### src/rtl/sudoku_game_ctrl.sv
// Sudoku game control: title page, difficulty selection, grid draw and play loop,
// with PS/2 key decode, N x N cursor and a one-outstanding draw_req/draw_done handshake.
// Optional: define CURSOR_WRAP_EN to make the cursor wrap at grid edges instead of saturating.
//
// Handshake: draw_req rises the cycle after a *_REQ state is entered and stays high,
// with draw_kind/digit/origin/cursor stable, until draw_done is sampled high; draw_done
// seen while draw_req is low is ignored.
module sudoku_game_ctrl #(
    parameter int GRID_N    = 9,
    parameter int CELL_PX   = 11,
    parameter int X0        = 0,
    parameter int Y0        = 0,
    parameter int NUM_MODES = 2,
    parameter int MODE_W    = 1,
    parameter int RC_W      = 4
) (
    input  logic              clock,
    input  logic              end_game,
    input  logic              start,
    input  logic              mode_go,
    input  logic [MODE_W-1:0] mode_sel,
    input  logic [7:0]        scan_code,
    input  logic              scan_valid,
    input  logic              draw_done,
    output logic              draw_req,
    output logic [1:0]        draw_kind,
    output logic [MODE_W-1:0] grid_mode,
    output logic [RC_W-1:0]   cursor_row,
    output logic [RC_W-1:0]   cursor_col,
    output logic [3:0]        digit,
    output logic [7:0]        x_origin,
    output logic [6:0]        y_origin,
    output logic              key_overrun
);

    typedef enum logic [2:0] {
        S_IDLE       = 3'd0,
        S_PAGE_REQ   = 3'd1,
        S_SELECT     = 3'd2,
        S_GRID_REQ   = 3'd3,
        S_CURSOR_REQ = 3'd4,
        S_PLAY       = 3'd5,
        S_DIGIT_REQ  = 3'd6
    } state_t;

    localparam logic [1:0] DIR_UP    = 2'd0;
    localparam logic [1:0] DIR_DOWN  = 2'd1;
    localparam logic [1:0] DIR_LEFT  = 2'd2;
    localparam logic [1:0] DIR_RIGHT = 2'd3;

    localparam logic [31:0]     GRID_N_L    = GRID_N;
    localparam logic [31:0]     NUM_MODES_L = NUM_MODES;
    localparam logic [RC_W-1:0] LAST_RC     = RC_W'(GRID_N - 1);

    state_t state, state_next;

    // Scancode decode
    logic       brk_flag;
    logic       dec_hit;
    logic       dec_arrow;
    logic [3:0] dec_val;
    logic       live_ev;

    // Pending key slot and event arbitration
    logic       armed;
    logic       pend_v;
    logic       pend_arrow;
    logic [3:0] pend_val;
    logic       act_v;
    logic       act_arrow;
    logic [3:0] act_val;
    logic       take_ev;

    logic       is_req_state;
    logic       done_hit;
    logic       mode_ok;

    always_comb begin
        dec_hit   = 1'b0;
        dec_arrow = 1'b0;
        dec_val   = 4'd0;
        case (scan_code)
            8'h16: begin dec_hit = 1'b1; dec_val = 4'd1; end
            8'h1E: begin dec_hit = 1'b1; dec_val = 4'd2; end
            8'h26: begin dec_hit = 1'b1; dec_val = 4'd3; end
            8'h25: begin dec_hit = 1'b1; dec_val = 4'd4; end
            8'h2E: begin dec_hit = 1'b1; dec_val = 4'd5; end
            8'h36: begin dec_hit = 1'b1; dec_val = 4'd6; end
            8'h3D: begin dec_hit = 1'b1; dec_val = 4'd7; end
            8'h3E: begin dec_hit = 1'b1; dec_val = 4'd8; end
            8'h46: begin dec_hit = 1'b1; dec_val = 4'd9; end
            8'h45, 8'h66: begin dec_hit = 1'b1; dec_val = 4'd0; end
            8'h75: begin dec_hit = 1'b1; dec_arrow = 1'b1; dec_val = {2'b00, DIR_UP};    end
            8'h72: begin dec_hit = 1'b1; dec_arrow = 1'b1; dec_val = {2'b00, DIR_DOWN};  end
            8'h6B: begin dec_hit = 1'b1; dec_arrow = 1'b1; dec_val = {2'b00, DIR_LEFT};  end
            8'h74: begin dec_hit = 1'b1; dec_arrow = 1'b1; dec_val = {2'b00, DIR_RIGHT}; end
            default: ;
        endcase
    end

    // A digit beyond the grid size is not a legal value and produces no event.
    assign live_ev = scan_valid && !brk_flag && dec_hit &&
                     (dec_arrow || (32'(dec_val) <= GRID_N_L));

    always_ff @(posedge clock or posedge end_game) begin
        if (end_game) begin
            brk_flag <= 1'b0;
        end else if (scan_valid) begin
            if (brk_flag)
                brk_flag <= 1'b0;
            else if (scan_code == 8'hF0)
                brk_flag <= 1'b1;
        end
    end

    // The buffered event always takes priority so keys are executed in arrival order.
    assign act_v     = pend_v || live_ev;
    assign act_arrow = pend_v ? pend_arrow : dec_arrow;
    assign act_val   = pend_v ? pend_val   : dec_val;

    assign is_req_state = (state == S_PAGE_REQ) || (state == S_GRID_REQ) ||
                          (state == S_CURSOR_REQ) || (state == S_DIGIT_REQ);
    assign done_hit     = draw_req && draw_done;
    assign mode_ok      = (32'(mode_sel) < NUM_MODES_L);

    always_ff @(posedge clock or posedge end_game) begin
        if (end_game)
            state <= S_IDLE;
        else
            state <= state_next;
    end

    always_comb begin
        state_next = state;
        take_ev    = 1'b0;
        draw_kind  = 2'd0;
        case (state)
            S_IDLE: begin
                if (start)
                    state_next = S_PAGE_REQ;
            end
            S_PAGE_REQ: begin
                draw_kind = 2'd0;
                if (done_hit)
                    state_next = S_SELECT;
            end
            S_SELECT: begin
                if (mode_go && mode_ok)
                    state_next = S_GRID_REQ;
            end
            S_GRID_REQ: begin
                draw_kind = 2'd1;
                if (done_hit)
                    state_next = S_CURSOR_REQ;
            end
            S_CURSOR_REQ: begin
                draw_kind = 2'd3;
                if (done_hit)
                    state_next = S_PLAY;
            end
            S_PLAY: begin
                if (act_v) begin
                    take_ev    = 1'b1;
                    state_next = act_arrow ? S_CURSOR_REQ : S_DIGIT_REQ;
                end
            end
            S_DIGIT_REQ: begin
                draw_kind = 2'd2;
                if (done_hit)
                    state_next = S_PLAY;
            end
            default: state_next = S_IDLE;
        endcase
    end

    always_ff @(posedge clock or posedge end_game) begin
        if (end_game)
            draw_req <= 1'b0;
        else
            draw_req <= is_req_state && !done_hit;
    end

    always_ff @(posedge clock or posedge end_game) begin
        if (end_game)
            grid_mode <= '0;
        else if ((state == S_SELECT) && mode_go && mode_ok)
            grid_mode <= mode_sel;
    end

    // Keys only count once the playfield is on screen for the first time.
    always_ff @(posedge clock or posedge end_game) begin
        if (end_game)
            armed <= 1'b0;
        else if ((state == S_CURSOR_REQ) && done_hit)
            armed <= 1'b1;
    end

    always_ff @(posedge clock or posedge end_game) begin
        if (end_game) begin
            pend_v      <= 1'b0;
            pend_arrow  <= 1'b0;
            pend_val    <= 4'd0;
            key_overrun <= 1'b0;
        end else if (state == S_PLAY) begin
            // Slot drains this cycle; a key arriving alongside a buffered one takes its place.
            pend_v <= pend_v && live_ev;
            if (pend_v && live_ev) begin
                pend_arrow <= dec_arrow;
                pend_val   <= dec_val;
            end
        end else if (armed && live_ev) begin
            if (!pend_v) begin
                pend_v     <= 1'b1;
                pend_arrow <= dec_arrow;
                pend_val   <= dec_val;
            end else begin
                key_overrun <= 1'b1;
            end
        end
    end

    always_ff @(posedge clock or posedge end_game) begin
        if (end_game)
            digit <= 4'd0;
        else if (take_ev && !act_arrow)
            digit <= act_val;
    end

    always_ff @(posedge clock or posedge end_game) begin
        if (end_game) begin
            cursor_row <= '0;
            cursor_col <= '0;
        end else if (take_ev && act_arrow) begin
            case (act_val[1:0])
                DIR_UP: begin
                    if (cursor_row != '0)
                        cursor_row <= cursor_row - 1'b1;
`ifdef CURSOR_WRAP_EN
                    else
                        cursor_row <= LAST_RC;
`endif
                end
                DIR_DOWN: begin
                    if (cursor_row != LAST_RC)
                        cursor_row <= cursor_row + 1'b1;
`ifdef CURSOR_WRAP_EN
                    else
                        cursor_row <= '0;
`endif
                end
                DIR_LEFT: begin
                    if (cursor_col != '0)
                        cursor_col <= cursor_col - 1'b1;
`ifdef CURSOR_WRAP_EN
                    else
                        cursor_col <= LAST_RC;
`endif
                end
                default: begin
                    if (cursor_col != LAST_RC)
                        cursor_col <= cursor_col + 1'b1;
`ifdef CURSOR_WRAP_EN
                    else
                        cursor_col <= '0;
`endif
                end
            endcase
        end
    end

    // Modular 8/7-bit arithmetic gives the required truncation directly.
    always_ff @(posedge clock or posedge end_game) begin
        if (end_game) begin
            x_origin <= 8'd0;
            y_origin <= 7'd0;
        end else begin
            x_origin <= 8'(X0) + 8'(cursor_col) * 8'(CELL_PX);
            y_origin <= 7'(Y0) + 7'(cursor_row) * 7'(CELL_PX);
        end
    end

endmodule

### config.mk
export PLATFORM = sky130hd
export DESIGN_NAME = sudoku_game_ctrl
export DESIGN_NICKNAME = d
export VERILOG_FILES = /design/src/rtl/sudoku_game_ctrl.sv
export SDC_FILE = /design/constraint.sdc
export NUM_CORES = 1
export LEC_CHECK = 0
export CORE_ASPECT_RATIO = 0.5
export CORE_UTILIZATION = 47
export CTS_CLUSTER_DIAMETER = 60
export DETAILED_ROUTE_END_ITERATION = 12
export PLACE_DENSITY = 0.69
export SYNTH_ARGS = -nofsm -noshare
export SYNTH_HDL_FRONTEND = slang
export SYNTH_SLANG_ARGS = --single-unit
### constraint.sdc
create_clock -name clock -period 6 [get_ports clock]
set_input_delay 0.6 -clock clock [delete_from_list [all_inputs] [get_ports clock]]
set_output_delay 0.6 -clock clock [all_outputs]
set_load 0.05 [all_outputs]
# ---- After elaboration in Yosys (flattened, before gate mapping)
# Index checks and enable logic that the tools add are counted.
dict set report word_totals {
  ff_bits 41
}
dict set report classes {
  n_addsub 4
  n_mul 2
  n_lt_le_gt_ge 1
  eq_ne 36
  muxes 32
  bitwise_logic 2
  n_reduce_logical 38
}
# cell n
set ops {}
lappend ops {{== test 8 x 7 -> 1 bit, second input constant} 7}
lappend ops {{== test 8 x 6 -> 1 bit, second input constant} 6}
lappend ops {{case mux 4 bit (9 select lines)} 1}
lappend ops {{2-to-1 mux 4 bit} 8}
lappend ops {{2-to-1 mux 3 bit} 6}
lappend ops {{case mux 3 bit (6 select lines)} 1}
lappend ops {{== test 8 x 5 -> 1 bit, second input constant} 2}
lappend ops {{!= test 2 bit, second input constant} 8}
lappend ops {{case mux 4 bit (2 select lines)} 2}
lappend ops {{OR reduction 15 bit} 1}
lappend ops {{2-to-1 mux 1 bit} 12}
lappend ops {{logical AND 1 bit} 11}
lappend ops {{OR reduction 2 bit} 5}
lappend ops {{== test 3 bit, second input constant} 3}
lappend ops {{adder 4 x 1 -> 4 bit, second input constant} 2}
lappend ops {{== test 8 bit, second input constant} 1}
lappend ops {{multiplier 4 x 4 -> 8 bit, second input constant} 1}
lappend ops {{!= test 4 bit, second input constant} 2}
lappend ops {{AND reduction 4 bit} 2}
lappend ops {{nonzero test 4 bit} 2}
lappend ops {{subtractor 4 x 1 -> 4 bit, second input constant} 2}
lappend ops {{multiplier 4 x 4 -> 7 bit, second input constant} 1}
lappend ops {{== test 3 x 2 -> 1 bit, second input constant} 2}
lappend ops {{case mux 2 bit (3 select lines)} 1}
lappend ops {{16 further kinds} 26}

# ---- Longest topological paths before layout
# Gate-level depths: netlist (run 1).
dict set report depth {
  ltp_word 11
  mapped_depth 15
  ltp_nobuf 13
}

# ---- Worst setup path before layout (run 1)
# OpenSTA, ideal clock, no wires.
dict set report synth_timing {
  path_type {input port to flip-flop}
  start {input port scan_code[1]}
  end {register cursor_col[3]}
  t_arrival_ps 3026
  slack_ps 2877
  path_stages 13
  n_path_buf 1
  cell_sequence {buf_2 -> or4b_1 -> a311oi_2 -> nor4b_1 -> a21o_1 -> nand2b_1 -> inv_1 -> ha_1 -> a21o_1 -> a21oi_1 -> nor2b_1 -> a21oi_1 -> o31ai_1}
}
dict set report synth_between {
  elab_chain_cells 11
  word_cells_on_any_way 42
  cone_classes {order compare (1); eq/ne (18); mux (8); bitwise (1); reduce/logical (14)}
}
# item line
set synth_rtl {}
lappend synth_rtl {{from (decl)} 22} ;# input logic [7:0] scan_code,
lappend synth_rtl {{== test 8 x 7 -> 1 bit, or another cell as far along} 82} ;# case (scan_code)
lappend synth_rtl {{OR reduction 2 bit (no source line)} -}
lappend synth_rtl {{case mux 4 bit (9 select lines)} 82}
lappend synth_rtl {{less-or-equal comparator 4 bit} 103} ;# (dec_arrow || (32'(dec_val) <= GRID_N_L));
lappend synth_rtl {{logical OR 1 bit} 103}
lappend synth_rtl {{logical AND 1 bit} 102} ;# assign live_ev = scan_valid && !brk_flag && dec_hit &&
lappend synth_rtl {{logical OR 1 bit} 117} ;# assign act_v = pend_v || live_ev;
lappend synth_rtl {{2-to-1 mux 1 bit} 162} ;# if (act_v) begin
lappend synth_rtl {{2-to-1 mux 1 bit} 137} ;# case (state)
lappend synth_rtl {{logical AND 1 bit} 233} ;# end else if (take_ev && act_arrow) begin
lappend synth_rtl {{AND reduction 4 bit (no source line)} -}
lappend synth_rtl {{to (signal assigned)} 253} ;# cursor_col <= cursor_col - 1'b1;
lappend synth_rtl {{to (signal assigned)} 261} ;# cursor_col <= cursor_col + 1'b1;
lappend synth_rtl {{to (decl)} 29} ;# output logic [RC_W-1:0] cursor_col,
# Several ways; a longest one is shown, not always the timed one.
# A chain may end at the register's enable or synchronous reset.

# ---- Worst setup path after layout (run 1)
dict set report layout_timing {
  start {input port scan_code[6]}
  end {register cursor_col[3]}
}
# Same word-level chain as after synthesis.

==> results by group, run 1 <==
Outcome
  – Status: finished with violations
  – Failing checks: design-rule violations

Floorplan
  – Site Rows: 19
  – Core box area: about 0.0056 mm2
  – Chip height: roughly 57 um
  – I/O pin cnt: 47
  – Initial Util: 50.0%
  – Die Footprint: 0.00633 mm2
  – Die X-Extent: around 110 um

Min path
  – Worst min path class: reg2reg
  – Worst Hold Launch: key_overrun$_DFFE_PP0P_

Final layout
  – Post-Layout Cell Count: roughly 400
  – Nets: about 370
  – Layout cells sized above 1: 5.23%
  – Area growth syn-to-layout: 24.1%
  – Diodes inserted: 0
  – Fillers: 474

GRT
  – Number of global-route vias before repair: approximately 2200
  – Total GRT Usage: 20.8%
  – GRT overflow: 0
  – Largest net degree at the start of global routing: between 40 and 50
  – Initial antenna violation count: 0
  – First-pass GRT wire length: ~10000 um

Drt
  – Vias: between 2000 and 2500
  – Via density: about 5.6
  – Iter 0 DRT Violations: roughly 110
  – Residual DRC count: 2
  – Drt total wl: approximately 6200 um
  – WL per Instance: ~16 um
  – First-pass DRT Iterations: 8
  – DRT antenna net count: 0

Power and ir drop
  – P per Cell Area: ~290 mW/mm2
  – Worst VDD drop: 0.129 mV
  – Tot Pwr: 1000 uW
  – Lkg Pwr: roughly 0.0016 uW

STA
  – Fmax: ~260 MHz
  – RSZ-0062 raised after global routing: no
  – Worst relative slew slack: ~60%
  – # setup viols final: 0
  – Fin. max-slew vios: 0
  – Final setup TNS: 0 ns
  – Final hold vios: 0
  – Worst slew pin tran: between 0.5 and 0.6 ns
  – Clock Skew: between 0.009 and 0.01 ns
  – Period Utilization, post-route: a little over three fifths
  – Min Tclk post-route: around 3.8 ns

Setup path
  – CP arrival: ~4.0 ns
  – Critical path origin: scan_code[6]
  – Setup crit end kind: flop
  – Crit-path max FO: 15
  – CP Class: in2reg
  – R2r startpoint: pend_v$_DFFE_PP0P_
  – Crit path required time: slightly above 6 ns
  – CP Launch Type: input port

Logic synthesis
  – Register bit count reported by yosys: 41
  – Top_reg_cell synth: dfrtp_1
  – Synth Cell Area: 0.00282 mm2
  – Seq/Total Area, Yosys: between 30% and 40%
  – Post-synthesis net count: between 300 and 400
  – Cells after Synth: around 280
  – Ys Warns: 0
  – Number of distinct library cells after synthesis: slightly above 60
  – Async SR Flop Fraction: between 90% and 100%
  – Post-Syn Area per Cell: ~10 um2
  – Post-synth EDFFs: 0

Clock network
  – Root buffer cell: clkbuf_16
  – Clock Pin Slew Worst Setup and Hold Paths: 0.06 ns
  – Worst-Skew Late Latency: 0.28 ns
  – # hold bufs at CTS: 0
  – H-Tree Level Count: 2
  – CTS sink cnt: 41
  – CTS resizes: 0
  – CTS tree: built
  – TritonCTS Buffers: 5
  – Clock Path Buffers: 2
  – Post-CTS setup buffers: 0

Place
  – Port Buf Inserts: 46
  – Dpl hpwl: between 4000 and 5000 um
  – Placed cells: slightly below 400
  – Final Wtd Congestion: 0.827

Flow run
  – Maxcap violations: 0
[critical path: stages]
cell             delay, ns
clkdlybuf4s50_1       0.67
or4b_1                0.62
a311oi_2              0.30
nor4b_1               0.12
a21o_1                0.22
nand2b_1              0.19
inv_1                 0.10
ha_1                  0.23
a21o_1                0.17
a21oi_1               0.26
nor2b_1               0.17
a21oi_1               0.07
o31ai_1               0.22
[layer usage]
| metal | global-route usage (%) | part of all wire, % |
|---|---|---|
| met1 | 28.6 | 51 |
| met2 | 34.8 | 46 |
| met3 | 3.46 | 2.4 |
| met4 | 4.44 | 0.37 |
| met5 | 0 | 0 |
[flip-flops by register name, indices dropped and copies added (netlist names)]
register,flops
draw_req,1
armed,1
pend_v,1
grid_mode,1
state,3
cursor_col,4
key_overrun,1
x_origin,8
digit,4
brk_flag,1
pend_arrow,1
pend_val,4
y_origin,7
cursor_row,4
[kinds of logic (layout without fill, tap and decap cells)]
| kind of cell | Yosys count | after routing | share of synthesized area [%] |
|---|---|---|---|
| flip-flops | 41 | 41 | 36.4 |
| multiplexers | 6 | 6 | 2.31 |
| AND/OR/NAND/NOR | 89 | 89 | 18.7 |
| AO/OA/AOI/OAI | 70 | 70 | 17.4 |
| adder cells (fa/ha/maj) | 33 | 33 | 15.7 |
| buffers and inverters | 24 | 67 | 3.51 |
| XOR/XNOR | 19 | 19 | 5.90 |
[final timing paths]
kind | cells after the start | to | slack, ns
setup / recovery | 13 | cursor_col[3]$_DFFE_PP0P_ | 2.22
hold / removal | 1 | key_overrun$_DFFE_PP0P_ | 0.47
setup reg to reg | 11 | cursor_col[3]$_DFFE_PP0P_ | 3.23
hold reg to reg | 1 | key_overrun$_DFFE_PP0P_ | 0.47
max in group asynchronous | 3 | pend_val[0]$_DFFE_PP0P_ | 4.87
min in group asynchronous | 3 | grid_mode$_DFFE_PP0P_ | 0.76
[metrics by stage]
step | setup slack [ns] | util, % | hold WS [ns] | cell area (um2)
2_1_floorplan | 2.88 | - | 0.449 | 2820
3_3_place_gp | 2.11 | 59.0 | 0.462 | 3320
3_5_place_dp | 1.94 | 59.0 | 0.467 | 3320
4_1_cts | 2.24 | 62.1 | 0.481 | 3500
5_1_grt | 1.94 | 62.1 | 0.510 | 3500
6_report | 2.22 | 62.1 | 0.474 | 3500
[Yosys cell counts, types with 3 or more instances]
master | number | area [um2]
a21o_1 | 11 | 82.6
a21oi_1 | 16 | 80.1
and3b_1 | 4 | 35.0
buf_2 | 7 | 35.0
clkbuf_1 | 4 | 15.0
dfrtp_1 | 41 | 1030
fa_1 | 4 | 80.1
ha_1 | 29 | 363
inv_1 | 12 | 45.0
nand2_1 | 14 | 52.6
nand2b_1 | 5 | 31.3
nand3_1 | 6 | 30.0
nor2_1 | 13 | 48.8
nor2b_1 | 13 | 81.3
nor3_1 | 9 | 45.0
nor3b_1 | 4 | 30.0
nor4b_1 | 3 | 26.3
o21ai_0 | 9 | 45.0
o21ai_1 | 7 | 35.0
o31ai_1 | 3 | 22.5
xnor2_1 | 11 | 96.3
xor2_1 | 8 | 70.1
[where the power goes]
| group | leakage [uW] | total (uW) | internal (uW) | switching, uW |
|---|---|---|---|---|
| Combinational | 0.000968 | 335 | 131 | 204 |
| Sequential | 0.000516 | 353 | 309 | 44.3 |
| Clock | 0.0000841 | 316 | 208 | 108 |
[cells in the final DEF (no fill, tap or decap), types with 9 or more instances in the layout]
cell type	netlist	layout
o21ai_0	9	9
clkdlybuf4s50_1	0	46
ha_1	29	29
xnor2_1	11	11
dfrtp_1	41	41
nor3_1	9	9
nand2_1	14	14
nor2b_1	13	13
a21oi_1	16	16
a21o_1	11	11
inv_1	12	12
nor2_1	13	13
[cell type report]
class | instances | area, um2 | share of cell area (%)
clock inverters | 1 | 30.0 | 0.859
flip-flops and latches | 41 | 1030 | 29.3
multi-input cells | 217 | 1690 | 48.4
repair buffers | 47 | 468 | 13.4
inverters | 12 | 45.0 | 1.29
well taps | 73 | 91.3 | 2.61
clock buffers | 7 | 143 | 4.08
Power figures use the tool's default switching activity.
==> run 2: changes to the inputs <==
clock period = 3.5 ns   (was 6 ns; I/O delays follow)
==> results by group, run 2 (synthesized netlist as in run 1, its figures left out) <==
STA
  – RSZ-0062 raised after global routing: no
  – # setup viols final: 0
  – Fmax: 307 MHz
  – Worst slew pin tran: roughly 0.94 ns
  – Fin. max-slew vios: 0
  – Final hold vios: 0
  – Clock Skew: between 0.005 and 0.006 ns
  – Final WS setup: between 0.2 and 0.25 ns
  – Min Tclk post-route: between 3 and 4 ns
  – Period Utilization, post-route: a little over 90%
  – Worst relative slew slack: 37.5%

Clock network
  – Post-CTS setup buffers: 0
  – CTS sink cnt: 41
  – # hold bufs at CTS: 0
  – H-Tree Level Count: 2
  – CTS resizes: 0
  – Root buffer cell: clkbuf_16
  – Worst-Skew Late Latency: approximately 0.28 ns
  – TritonCTS Buffers: 5
  – CTS tree: built
  – Clock Pin Slew Worst Setup and Hold Paths: around 0.060 ns
  – Clock Path Buffers: 2

Power and ir drop
  – Worst VDD drop: ~0.22 mV
  – Lkg Pwr: 0.00162 uW
  – P per Cell Area: approximately 500 mW/mm2

GRT
  – Total GRT Usage: about a fifth
  – Initial antenna violation count: 0
  – GRT overflow: 0
  – Largest net degree at the start of global routing: 25
  – First-pass GRT wire length: between 10000 and 15000 um
  – Number of global-route vias before repair: approximately 2200

Drt
  – Met2 WL post-DR: ~2800 um
  – First-pass DRT Iterations: 8
  – Vias: about 2300
  – Drt total wl: a little over 6000 um
  – Residual DRC count: 1
  – WL per Instance: approximately 15 um
  – DRT antenna net count: 0
  – WL met1: approximately 3100 um
  – Top Layer Used: met4
  – Iter 0 DRT Violations: approximately 160
  – Via density: 5.51
  – Met3 routed WL: 274 um

Final layout
  – Biggest register: x_origin
  – Commonest non-fill, non-tap cells in the layout: 46 x clkdlybuf4s50_1, 41 x dfrtp_1, 29 x ha_1
  – Diodes inserted: 0
  – Multi-input logic area: around 0.0017 mm2
  – Nets: 383
  – Layout cells sized above 1: about 8.3%
  – Seq. cell area: 0.00103 mm2
  – Biggest regs: x_origin: 8 flops, y_origin: 7 flops
  – Max reg flops: 8
  – Area growth syn-to-layout: 27.0%
  – Fillers: approximately 460
  – Commonest non-fill, non-tap cell in the layout: clkdlybuf4s50_1
  – Post-layout instance area: about 0.0036 mm2

Setup path
  – Reg-to-Reg End: cursor_row[3]$_DFFE_PP0P_
  – Reg2Reg Depth: 9
  – Crit path required time: 3.69 ns
  – Setup crit end: cursor_col[3]$_DFFE_PP0P_
  – Critical path origin: scan_code[3]
  – CP Class: in2reg
  – Setup crit end kind: flop
  – R2r startpoint: pend_v$_DFFE_PP0P_
  – CP Launch Type: input port
  – CP arrival: 3.45 ns
  – R2R setup slack: 0.86 ns
  – Crit-path max FO: 9

Floorplan
  – Chip height: approximately 57 um
  – I/O pin cnt: between 40 and 50
  – Die X-Extent: 112 um
  – Core box area: 0.00563 mm2
  – Site Rows: 19
  – Die Footprint: 0.00633 mm2
  – Initial Util: about half

Flow run
  – Maxcap violations: 0

Place
  – Port Buf Inserts: 46
  – Dpl hpwl: roughly 4600 um
  – Dpl ws: -0.0468 ns
  – Final Wtd Congestion: 0.913
  – Placed Instance Area: 0.00341 mm2

Min path
  – Worst min path class: reg2reg

Outcome
  – Status: finished with violations
  – Failing checks: design-rule violations
## run 2: cell count changes in the layout (fill, tap and decap cells not counted), sizes merged
cell,change
buf,+11
## run 2: how the worst min path moves through the flow
stage / startpoint / end / slack (ns) / depth (start not counted)
after floorplan: scan_valid / brk_flag$_DFFE_PP0P_ / 0.44 / 1
after global placement: key_overrun$_DFFE_PP0P_ / key_overrun$_DFFE_PP0P_ / 0.47 / 1
after detailed placement: key_overrun$_DFFE_PP0P_ / key_overrun$_DFFE_PP0P_ / 0.47 / 1
after CTS: key_overrun$_DFFE_PP0P_ / key_overrun$_DFFE_PP0P_ / 0.49 / 1
after global routing: pend_val[2]$_DFFE_PP0P_ / pend_val[2]$_DFFE_PP0P_ / 0.51 / 2
final: key_overrun$_DFFE_PP0P_ / key_overrun$_DFFE_PP0P_ / 0.48 / 1
## run 2: stage by stage
step	power [uW]	util [%]	TNS, ns	hold slack (ns)	std cells
finish	1760	63.5	0	0.482	409
global route	1850	63.5	0	0.505	409
floorplan	1030	-	0	0.443	282
CTS	1760	63.5	0	0.487	409
global placement	1200	60.5	0	0.466	401
detailed placement	1220	60.5	-0.0711	0.470	401
## run 2: per-layer routing
layer | track usage (%) | vias up
met1 | 29.2 | 1079
met2 | 34.6 | 50
met4 | 4.83 | 0
met3 | 4.43 | 6
li1 | - | 1119
met5 | 0 | -
## run 2: worst max-delay path: stages
cell             delay, ns
clkdlybuf4s50_1       0.60
or4bb_1               0.53
a311oi_2              0.34
nor4b_1               0.14
a21o_1                0.18
nand2b_1              0.16
inv_1                 0.10
ha_1                  0.24
a21o_1                0.17
a21oi_1               0.17
buf_4                 0.14
nor3_1                0.04
a21oi_1               0.13
o21ai_1               0.07
o31ai_1               0.07
## run 2: layout make-up
type / count / area share [%]
Timing Repair Buffer: 58 / 15.4
Multi-Input combinational cell: 217 / 47.3
Sequential cell: 41 / 28.7
Inverter: 12 / 1.26
Clock inverter: 1 / 0.839
Tap cell: 73 / 2.55
Clock buffer: 7 / 3.98
## run 2: power breakdown
part           total [uW]  internal [uW]  leakage, uW  switching (uW)
combinational         610            253      0.00102             357
sequential            604            530     0.000516            74.2
clock                 542            356    0.0000841             186
total                1760           1140      0.00162             617
==> run 3: changes to the inputs <==
CORE_MARGIN = 3   (was unset)
==> results by group, run 3 (synthesized netlist as in run 1, its figures left out) <==
Setup path
  – CP Class: in2reg
  – Crit-path max FO: 7
  – CP Launch Type: input port
  – Setup crit end kind: flop
  – CP arrival: between 3 and 4 ns
  – Crit path required time: approximately 3.7 ns

Clock network
  – Clock Path Buffers: 2
  – Clock Pin Slew Worst Setup and Hold Paths: about 0.06 ns
  – Worst-Skew Late Latency: 0.28 ns
  – CTS resizes: 0
  – H-Tree Level Count: 2
  – TritonCTS Buffers: 5
  – CTS tree: built
  – Post-CTS setup buffers: 0
  – CTS sink cnt: ~40
  – Root buffer cell: clkbuf_16
  – # hold bufs at CTS: 0

Drt
  – First-pass DRT Iterations: 4
  – Vias: between 2000 and 2500
  – Drt total wl: ~6200 um
  – WL per Instance: around 15 um
  – Via density: roughly 5.5
  – Residual DRC count: 0
  – Iter 0 DRT Violations: 120
  – DRT antenna net count: 0

GRT
  – GRT overflow: 0
  – Initial antenna violation count: 0
  – Number of global-route vias before repair: 2245
  – First-pass GRT wire length: around 11000 um
  – Largest net degree at the start of global routing: 25
  – Total GRT Usage: 19.3%

Floorplan
  – Core box area: around 0.0056 mm2
  – Chip height: 60.8 um
  – Site Rows: 19
  – Die Footprint: between 0.007 and 0.008 mm2
  – Die X-Extent: between 100 and 150 um
  – I/O pin cnt: between 40 and 50
  – Initial Util: around half

Final layout
  – Max reg flops: 8
  – Layout cells sized above 1: under 10%
  – Area growth syn-to-layout: 27.3%
  – Post-layout instance area: around 0.0036 mm2
  – Nets: between 300 and 400
  – Biggest register: x_origin
  – Utilization of the core after routing: approximately 64%
  – Fillers: between 400 and 500
  – Diodes inserted: 0
  – Post-Layout Cell Count: approximately 410
  – Commonest non-fill, non-tap cells in the layout: 46 x clkdlybuf4s50_1, 41 x dfrtp_1, 29 x ha_1
  – Commonest non-fill, non-tap cell in the layout: clkdlybuf4s50_1
  – Biggest regs: x_origin: 8 flops, y_origin: 7 flops

STA
  – # setup viols final: 0
  – RSZ-0062 raised after global routing: no
  – Final hold vios: 0
  – Worst relative slew slack: between 30% and 40%
  – Fin. max-slew vios: 0
  – Clock Skew: 0.00460 ns
  – Period Utilization, post-route: about 93%
  – Fmax: between 300 and 400 MHz
  – Final WS setup: about 0.25 ns
  – Worst slew pin tran: 0.933 ns
  – Min Tclk post-route: between 3 and 4 ns

Place
  – Placed cells: between 400 and 500
  – Port Buf Inserts: 46
  – Final Wtd Congestion: slightly below 0.9
  – Dpl hpwl: around 4700 um
  – Dpl ws: -0.00860 ns
  – Placed Instance Area: approximately 0.0034 mm2

Power and ir drop
  – Lkg Pwr: ~0.0016 uW
  – Tot Pwr: between 1500 and 2000 uW
  – Worst VDD drop: ~0.32 mV
  – P per Cell Area: 479 mW/mm2

Outcome
  – Status: finished, final reports clean

Min path
  – Worst min path class: reg2reg

Flow run
  – Maxcap violations: 0
-- run 3: power breakdown --
group          leakage (uW)  internal [uW]  total (uW)  switching [uW]
registers          0.000516            530         605            75.2
logic               0.00103            255         611             356
clock network     0.0000797            331         504             174
total               0.00163           1120        1720             605
-- run 3: path summary, 6_finish.rpt --
kind | slack, ns | depth (start not counted) | start | endpoint
max | 0.25 | 12 | scan_code[3] | cursor_row[3]$_DFFE_PP0P_
min | 0.48 | 1 | key_overrun$_DFFE_PP0P_ | key_overrun$_DFFE_PP0P_
max reg2reg | 0.74 | 9 | pend_v$_DFFE_PP0P_ | cursor_row[3]$_DFFE_PP0P_
min reg2reg | 0.48 | 1 | key_overrun$_DFFE_PP0P_ | key_overrun$_DFFE_PP0P_
max in group asynchronous | 2.13 | 3 | end_game | draw_req$_DFF_PP0_
min in group asynchronous | 0.58 | 2 | end_game | x_origin[7]$_DFF_PP0_
-- run 3: metrics by stage --
stage               hold slack [ns]  TNS (ns)
detailed placement            0.474  -0.00860
global route                  0.499         0
finish                        0.480         0
CTS                           0.482         0
floorplan                     0.443         0
global placement              0.465         0
-- run 3: critical path, cell delays in order --
cell	delay, ns
clkdlybuf4s50_1	0.56
or4bb_1	0.52
a311oi_2	0.33
nor4b_1	0.14
a32o_1	0.27
inv_1	0.13
ha_1	0.25
a21o_1	0.19
a21oi_1	0.19
xnor2_1	0.11
o31ai_1	0.24
o41ai_1	0.11
-- run 3: final cells by class --
| class | count | area, um2 | area share (%) |
|---|---|---|---|
| timing repair buffer | 61 | 573 | 16.0 |
| clock buffer | 5 | 125 | 3.49 |
| sequential | 41 | 1030 | 28.6 |
| tap | 73 | 91.3 | 2.54 |
| clock inverter | 2 | 35.0 | 0.976 |
| inverter | 12 | 45.0 | 1.25 |
| multi-input combinational | 217 | 1690 | 47.2 |
-- run 3: metal layers --
layer | vias to the layer above | track usage, % | wire, um | share of wire, %
met5 | - | 0 | 0 | 0
met2 | 26 | 32.2 | 2890 | 47
li1 | 1125 | - | - | -
met1 | 1091 | 26.3 | 3120 | 50
met4 | 0 | 3.34 | 9 | 0.15
met3 | 2 | 4.88 | 169 | 2.7
